File: config.mk
export PLATFORM = sky130hd
export DESIGN_NAME = pi_host_master_flat
export DESIGN_NICKNAME = d
export VERILOG_FILES = /design/src/rtl/pi_host_master_if.sv /design/src/rtl/pi_host_master.sv /design/src/flat_wrapper.sv
export SDC_FILE = /design/constraint.sdc
export NUM_CORES = 1
export LEC_CHECK = 0
export ABC_CLOCK_PERIOD_IN_PS = 3630
export CELL_PAD_IN_SITES_DETAIL_PLACEMENT = 0
export CELL_PAD_IN_SITES_GLOBAL_PLACEMENT = 1
export CORE_ASPECT_RATIO = 0.6
export CORE_UTILIZATION = 41
export DETAILED_ROUTE_END_ITERATION = 10
export MAX_ROUTING_LAYER = met4
export PLACE_DENSITY = 0.8
export SKIP_CTS_REPAIR_TIMING = 1
export SLEW_MARGIN = 15
export SYNTH_ARGS = -nofsm -noshare
export SYNTH_HDL_FRONTEND = slang
export SYNTH_SLANG_ARGS = --single-unit
File: constraint.sdc
create_clock -name clk -period 3.63 [get_ports clk]
set_input_delay 0.726 -clock clk [delete_from_list [all_inputs] [get_ports clk]]
set_output_delay 0.726 -clock clk [all_outputs]
set_load 0.01 [all_outputs]
File: src/rtl/pi_host_master_if.sv
// Host-side byte stream, response handshake and PI register bus seen by pi_host_master.
// The master modport is the initiator; the slave modport is the host/PI-block side.
interface pi_host_master_if #(
    parameter int NUM_BLK = 8
);
    logic [7:0]         rx_data;
    logic               rx_valid;
    logic [7:0]         tx_data;
    logic               tx_valid;
    logic               tx_ready;
    logic [NUM_BLK-1:0] pi_blk_sel;
    logic [3:0]         pi_addr;
    logic               pi_wr_en;
    logic               pi_rd_en;
    logic [7:0]         pi_wr_data;
    logic [7:0]         pi_rd_data;
    logic               busy;
    logic               err_timeout;
    logic               err_overrun;

    modport master (
        input  rx_data, rx_valid, tx_ready, pi_rd_data,
        output tx_data, tx_valid, pi_blk_sel, pi_addr, pi_wr_en, pi_rd_en,
               pi_wr_data, busy, err_timeout, err_overrun
    );

    modport slave (
        output rx_data, rx_valid, tx_ready, pi_rd_data,
        input  tx_data, tx_valid, pi_blk_sel, pi_addr, pi_wr_en, pi_rd_en,
               pi_wr_data, busy, err_timeout, err_overrun
    );
endinterface

File: src/rtl/pi_host_master.sv
// PI initiator: decodes host command/data bytes into single-cycle PI write/read strobes
// and returns read bytes over a valid/ready handshake. Every output is a register.
module pi_host_master #(
    parameter int NUM_BLK     = 8,
    parameter int TIMEOUT_CYC = 1000000
) (
    input  logic             clk,
    input  logic             rst,
    pi_host_master_if.master bus
);
    localparam int CNT_W = $clog2(TIMEOUT_CYC + 1);
    localparam logic [CNT_W-1:0] CNT_LAST = CNT_W'(TIMEOUT_CYC - 1);

    typedef enum logic [2:0] {
        S_IDLE,
        S_WDATA,
        S_WR,
        S_RD,
        S_RESP
    } state_e;

    state_e             state_q, state_d;
    logic [2:0]         blk_q, blk_d;
    logic [3:0]         addr_q, addr_d;
    logic [CNT_W-1:0]   cnt_q, cnt_d;

    logic [7:0]         tx_data_q, tx_data_d;
    logic               tx_valid_q, tx_valid_d;
    logic [NUM_BLK-1:0] sel_q, sel_d;
    logic [3:0]         pi_addr_q, pi_addr_d;
    logic               wr_en_q, wr_en_d;
    logic               rd_en_q, rd_en_d;
    logic [7:0]         wr_data_q, wr_data_d;
    logic               busy_q, busy_d;
    logic               err_to_q, err_to_d;
    logic               err_ov_q, err_ov_d;

    logic               take_cmd;
    logic               strobe;

    // NOTE: every always_comb target gets a default first so no path can infer a latch.
    always_comb begin
        state_d   = state_q;
        blk_d     = blk_q;
        addr_d    = addr_q;
        cnt_d     = cnt_q;
        wr_data_d = wr_data_q;
        tx_data_d = tx_data_q;
        err_to_d  = 1'b0;
        err_ov_d  = 1'b0;
        take_cmd  = 1'b0;

        case (state_q)
            S_IDLE: take_cmd = bus.rx_valid;
            S_WDATA: begin
                // A byte arriving on the timeout cycle still wins over the timeout.
                if (bus.rx_valid) begin
                    wr_data_d = bus.rx_data;
                    state_d   = S_WR;
                end else if (cnt_q == CNT_LAST) begin
                    state_d  = S_IDLE;
                    err_to_d = 1'b1;
                end else begin
                    cnt_d = cnt_q + CNT_W'(1);
                end
            end
            S_WR: begin
                state_d  = S_IDLE;
                take_cmd = bus.rx_valid;
            end
            S_RD: begin
                tx_data_d = rd_en_q ? bus.pi_rd_data : 8'h00;
                state_d   = S_RESP;
                err_ov_d  = bus.rx_valid;
            end
            S_RESP: begin
                if (bus.tx_ready) state_d = S_IDLE;
                err_ov_d = bus.rx_valid;
            end
            default: state_d = S_IDLE;
        endcase

        if (take_cmd) begin
            blk_d  = bus.rx_data[6:4];
            addr_d = bus.rx_data[3:0];
            if (bus.rx_data[7]) begin
                state_d = S_RD;
            end else begin
                state_d = S_WDATA;
                cnt_d   = '0;
            end
        end

        // Outputs are derived from the next state so they line up with it after the edge.
        strobe = (state_d == S_WR) || (state_d == S_RD);
        for (int i = 0; i < NUM_BLK; i++) begin
            sel_d[i] = strobe && (int'(blk_d) == i);
        end
        wr_en_d    = (state_d == S_WR) && (|sel_d);
        rd_en_d    = (state_d == S_RD) && (|sel_d);
        pi_addr_d  = strobe ? addr_d : pi_addr_q;
        tx_valid_d = (state_d == S_RESP);
        busy_d     = (state_d != S_IDLE);
    end

    // NOTE: reset is synchronous and clears every register, so outputs are 0 right after it.
    always_ff @(posedge clk) begin
        if (rst) begin
            state_q    <= S_IDLE;
            blk_q      <= '0;
            addr_q     <= '0;
            cnt_q      <= '0;
            tx_data_q  <= '0;
            tx_valid_q <= 1'b0;
            sel_q      <= '0;
            pi_addr_q  <= '0;
            wr_en_q    <= 1'b0;
            rd_en_q    <= 1'b0;
            wr_data_q  <= '0;
            busy_q     <= 1'b0;
            err_to_q   <= 1'b0;
            err_ov_q   <= 1'b0;
        end else begin
            state_q    <= state_d;
            blk_q      <= blk_d;
            addr_q     <= addr_d;
            cnt_q      <= cnt_d;
            tx_data_q  <= tx_data_d;
            tx_valid_q <= tx_valid_d;
            sel_q      <= sel_d;
            pi_addr_q  <= pi_addr_d;
            wr_en_q    <= wr_en_d;
            rd_en_q    <= rd_en_d;
            wr_data_q  <= wr_data_d;
            busy_q     <= busy_d;
            err_to_q   <= err_to_d;
            err_ov_q   <= err_ov_d;
        end
    end

    assign bus.tx_data     = tx_data_q;
    assign bus.tx_valid    = tx_valid_q;
    assign bus.pi_blk_sel  = sel_q;
    assign bus.pi_addr     = pi_addr_q;
    assign bus.pi_wr_en    = wr_en_q;
    assign bus.pi_rd_en    = rd_en_q;
    assign bus.pi_wr_data  = wr_data_q;
    assign bus.busy        = busy_q;
    assign bus.err_timeout = err_to_q;
    assign bus.err_overrun = err_ov_q;
endmodule

File: src/flat_wrapper.sv
// flat-port wrapper written by rule: the top's interface ports become plain ports
module pi_host_master_flat 
#(
    parameter int NUM_BLK     = 8,
    parameter int TIMEOUT_CYC = 1000000
)
  (clk, rst, bus_rx_data, bus_rx_valid, bus_tx_ready, bus_pi_rd_data, bus_tx_data, bus_tx_valid, bus_pi_blk_sel, bus_pi_addr, bus_pi_wr_en, bus_pi_rd_en, bus_pi_wr_data, bus_busy, bus_err_timeout, bus_err_overrun);
  pi_host_master_if #(.NUM_BLK(NUM_BLK)) bus_i ();
  input  logic clk;
  input  logic rst;
  input wire logic [$bits(bus_i.rx_data)-1:0] bus_rx_data;
  input wire logic [$bits(bus_i.rx_valid)-1:0] bus_rx_valid;
  input wire logic [$bits(bus_i.tx_ready)-1:0] bus_tx_ready;
  input wire logic [$bits(bus_i.pi_rd_data)-1:0] bus_pi_rd_data;
  output wire logic [$bits(bus_i.tx_data)-1:0] bus_tx_data;
  output wire logic [$bits(bus_i.tx_valid)-1:0] bus_tx_valid;
  output wire logic [$bits(bus_i.pi_blk_sel)-1:0] bus_pi_blk_sel;
  output wire logic [$bits(bus_i.pi_addr)-1:0] bus_pi_addr;
  output wire logic [$bits(bus_i.pi_wr_en)-1:0] bus_pi_wr_en;
  output wire logic [$bits(bus_i.pi_rd_en)-1:0] bus_pi_rd_en;
  output wire logic [$bits(bus_i.pi_wr_data)-1:0] bus_pi_wr_data;
  output wire logic [$bits(bus_i.busy)-1:0] bus_busy;
  output wire logic [$bits(bus_i.err_timeout)-1:0] bus_err_timeout;
  output wire logic [$bits(bus_i.err_overrun)-1:0] bus_err_overrun;
  assign bus_i.rx_data = bus_rx_data;
  assign bus_i.rx_valid = bus_rx_valid;
  assign bus_i.tx_ready = bus_tx_ready;
  assign bus_i.pi_rd_data = bus_pi_rd_data;
  assign bus_tx_data = bus_i.tx_data;
  assign bus_tx_valid = bus_i.tx_valid;
  assign bus_pi_blk_sel = bus_i.pi_blk_sel;
  assign bus_pi_addr = bus_i.pi_addr;
  assign bus_pi_wr_en = bus_i.pi_wr_en;
  assign bus_pi_rd_en = bus_i.pi_rd_en;
  assign bus_pi_wr_data = bus_i.pi_wr_data;
  assign bus_busy = bus_i.busy;
  assign bus_err_timeout = bus_i.err_timeout;
  assign bus_err_overrun = bus_i.err_overrun;
  pi_host_master #(.NUM_BLK(NUM_BLK), .TIMEOUT_CYC(TIMEOUT_CYC)) u_core (.clk(clk), .rst(rst), .bus(bus_i));
endmodule
==> flow_summary.rst <==
.. list-table::
   :header-rows: 1

   * - Metric
     - Value
   * - Maximum clock skew at final layout
     - 0.00820 ns
   * - First-pass GRT wire length
     - 10,700 um
   * - Data arrival at the endpoint of the critical path
     - 2.75 ns
   * - Clock period minus final worst setup slack
     - 2.50 ns
   * - Worst slew slack as a fraction of its limit
     - around 61%
   * - Effective utilization at floorplan
     - between 40% and 50%
   * - Grt total ovfl
     - 0
   * - Critical-path cell list
     - clkdlybuf4s50_1 -> nor3b_2 -> buf_4 -> nand2_1 -> nand2_1 -> nor2_1 -> a211oi_1
   * - Register clock-pin slew on the reported worst setup and hold paths
     - 0.07 ns
   * - Nature of the critical path startpoint
     - primary input
   * - DP HPWL
     - 4490 um
   * - Die boundary height
     - 64.9 um
   * - Number of violations of the max-capacitance limit
     - 0
   * - Clk sink count
     - 64
   * - Die span in x
     - roughly 110 um
   * - Worst vdd ir
     - ~210 uV
   * - Overall global routing resource usage
     - between 20% and 30%
   * - Routability Congestion
     - 0.830
   * - CTS tree
     - done
   * - Highest-count cells in the layout ignoring fill and taps
     - 64 x dfxtp_1, 53 x clkdlybuf4s50_1, 44 x nand2_1, 34 x a21oi_1, 32 x nor2_1
   * - Crit Path Class
     - in -> reg
   * - Routed length on met1
     - about 3400 um
   * - Share of the synthesized area in compound gates (AO/OA/AOI/OAI)
     - 11.4%
   * - FP Rows
     - 22
   * - Avg WL per Cell
     - 14.3 um
   * - Number of synthesized register bits
     - 64
   * - Antenna Violating Nets Remaining
     - 0
   * - Maximum level of the CTS H-tree
     - 3
   * - Number of warnings printed during yosys synthesis
     - 0
   * - Clock latency at the later pin of the worst-skew pair
     - around 0.33 ns
   * - Slowest library cell on the worst path
     - clkdlybuf4s50_1
   * - Critical Path End Type
     - register
   * - Number of filler cells placed in the layout
     - 606
   * - Clock Tree Root
     - clkbuf_8
   * - Remaining DRCs
     - 0
   * - DR vias/cell
     - 5.22
   * - Core area
     - 0.00622 mm2
   * - Wire length reported by the detailed router
     - 6380 um
   * - Synthesized instance count
     - 306
   * - Max stage delay on crit path
     - 0.70 ns
   * - Static leakage
     - about 0.0012 uW
   * - Most frequent cell on the critical path
     - nand2_1
   * - Area share of and/or/nand/nor cells after synthesis
     - a little under a third
   * - Cell area after synthesis
     - 0.00270 mm2
   * - Initial antenna violation count
     - 0
   * - Max-slew violation total from the final report
     - 0
   * - Uppermost signal routing layer after detailed routing
     - met4
   * - Met3 Routed Length
     - 495 um
   * - Die Outline Area
     - 0.00692 mm2
   * - Port buffer count
     - 53
   * - Most frequent standard cell in the layout excluding fill and tap cells
     - dfxtp_1
   * - Worst Hold Class
     - reg -> reg
   * - Post-synthesis net count
     - between 300 and 400
   * - Number of global-route vias before repair
     - 2,177
   * - Status
     - complete, no violations
   * - RSZ-0062 raised after global routing
     - false
   * - TritonCTS buffer count
     - 9
   * - Reg-to-reg setup timing slack
     - approximately 1.6 ns
   * - Number of library cell types mapped by synthesis
     - 45
   * - Mux share of post-synthesis cell area
     - 2.22%
   * - Final setup viols
     - 0
   * - Proportion of synthesized chip area in sequential cells
     - 47.5%
   * - Fin util
     - a little under three fifths
   * - Worst-case clock buffer depth
     - 2
   * - Final total negative setup slack
     - 0 ns
   * - Fraction of the cycle the final worst path needs
     - 69.0%
   * - Num ports
     - 54
   * - Pwr dens
     - 428 mW/mm2
   * - Number of iterations in the first detailed-routing pass
     - 5
   * - Slew at the pin with the worst max-slew slack
     - just under 0.6 ns
   * - Detailed route wirelength on metal2
     - 2480 um
   * - Fin Hold WS
     - 0.453 ns
   * - Adder-cell area share of the yosys netlist
     - 0.463%
   * - Synthesis-to-finish area growth
     - 28.8%
   * - Final hold vios
     - 0
   * - Post-route design area
     - 0.00348 mm2
   * - Number of DRC markers in iteration 0
     - 112
   * - Required arrival time at the worst endpoint
     - 3.87 ns
   * - Total Nets Final
     - 378
   * - Max Fclk
     - 399 MHz
   * - Largest net degree at the start of global routing
     - 32
   * - Number of antenna repair diodes
     - 0
   * - Average size of a mapped cell
     - 8.82 um2
   * - Placed Area
     - 0.00328 mm2
   * - Max FO, Critical Path
     - 13
   * - Via count
     - 2,327
   * - Main combinational cell family by area after synthesis
     - simple AND/OR/NAND/NOR gates
   * - Share of final-layout standard cells stronger than drive strength 1
     - under 10%
   * - Post-Synth XOR/XNOR Area
     - 4.22%
-- kinds of logic (layout without fill, tap and decap cells) --
kind of cell | after synthesis | in the layout
fa+ha+maj | 1 | 1
buf+inv | 22 | 78
compound gates | 52 | 52
mux | 6 | 6
simple gates | 148 | 148
xor+xnor | 13 | 13
flops | 64 | 64
-- layout make-up --
type,instances,area (um2),area share [%]
well taps,84,105,3.02
flip-flops and latches,64,1280,36.8
repair buffers,57,561,16.1
inverters,5,18.8,0.540
multi-input cells,220,1310,37.8
clock buffers,13,159,4.57
clock inverters,3,40.0,1.15
-- layer usage --
| metal | up-vias | track usage, % |
|---|---|---|
| met2 | 83 | 27.3 |
| met1 | 1072 | 29.8 |
| met5 | - | - |
| li1 | 1168 | - |
| met4 | 0 | 7.02 |
| met3 | 4 | 7.04 |
-- report_power, final --
part           switching (uW)  leakage [uW]  internal (uW)
sequential               14.1      0.000519            721
combinational            70.5      0.000591           65.2
clock                     266      0.000103            353
total                     350       0.00121           1140
-- state kept, by name (all words and copies together), names as in the netlist --
| name | count |
|---|---|
| u_core.bus.err_timeout | 1 |
| u_core.bus.tx_valid | 1 |
| u_core.bus.tx_data | 8 |
| u_core.bus.pi_addr | 4 |
| u_core.bus.pi_rd_en | 1 |
| u_core.blk_q | 3 |
| u_core.bus.pi_wr_data | 8 |
| u_core.bus.err_overrun | 1 |
| u_core.cnt_q | 20 |
| u_core.bus.pi_blk_sel | 8 |
| u_core.bus.pi_wr_en | 1 |
| u_core.addr_q | 4 |
| u_core.bus.busy | 1 |
| u_core.state_q | 3 |
-- critical path: cells and delay by family --
| kind | cells | cell delay [ns] |
|---|---|---|
| compound gates | 1 | 0.21 |
| buf+inv | 2 | 0.97 |
| simple gates | 4 | 0.84 |
-- per-stage QoR --
stage          setup slack (ns)  cells  total power [uW]
3_3_place_gp              0.859    430               887
6_report                   1.13    446              1490
5_1_grt                   0.935    446              1560
4_1_cts                    1.13    446              1510
3_5_place_dp              0.779    430               887
2_1_floorplan              1.58    306               824
-- synth_stat cells, drive strengths merged --
| cell | number | area share [%] |
|---|---|---|
| nand3 | 15 | 2.8 |
| ha | 1 | 0.46 |
| nand4b | 2 | 0.65 |
| o22ai | 1 | 0.23 |
| mux2i | 6 | 2.2 |
| xor2 | 6 | 1.9 |
| nand2b | 4 | 0.93 |
| a32oi | 1 | 0.32 |
| buf | 10 | 2.2 |
| nor4 | 2 | 1.3 |
| nand4 | 11 | 3.1 |
| and4 | 2 | 0.65 |
| a211oi | 4 | 1.1 |
| nor3b | 5 | 1.6 |
| dfxtp | 64 | 47 |
| nand3b | 1 | 0.28 |
| o211ai | 1 | 0.28 |
| or4 | 2 | 0.56 |
| a21oi | 34 | 6.3 |
| inv | 5 | 0.70 |
| or2 | 1 | 0.23 |
| nor3 | 9 | 1.7 |
| nor2 | 32 | 4.4 |
| nor4b | 4 | 2.4 |
| xnor2 | 7 | 2.3 |
| or3 | 4 | 0.93 |
| and4b | 1 | 0.37 |
| and3b | 3 | 0.97 |
| o31ai | 1 | 0.79 |
| clkbuf | 7 | 1.0 |
| o21a | 1 | 0.28 |
| and3 | 2 | 0.46 |
| a31oi | 4 | 0.93 |
| o211a | 1 | 0.37 |
| a21o | 1 | 0.28 |
| nand2 | 44 | 6.1 |
| o21ai | 3 | 0.56 |
| and2 | 4 | 0.93 |
-- path summary, 6_finish.rpt --
kind	from	end	cells past startpoint
setup reg to reg	u_core.cnt_q[7]	u_core.cnt_q[1]	5
hold / removal	u_core.bus.tx_data[0]	u_core.bus.tx_data[0]	2
hold reg to reg	u_core.bus.tx_data[0]	u_core.bus.tx_data[0]	2
setup / recovery	bus_rx_valid	u_core.bus.pi_addr[1]	7
No activity file was read; power rests on OpenSTA's default activity.
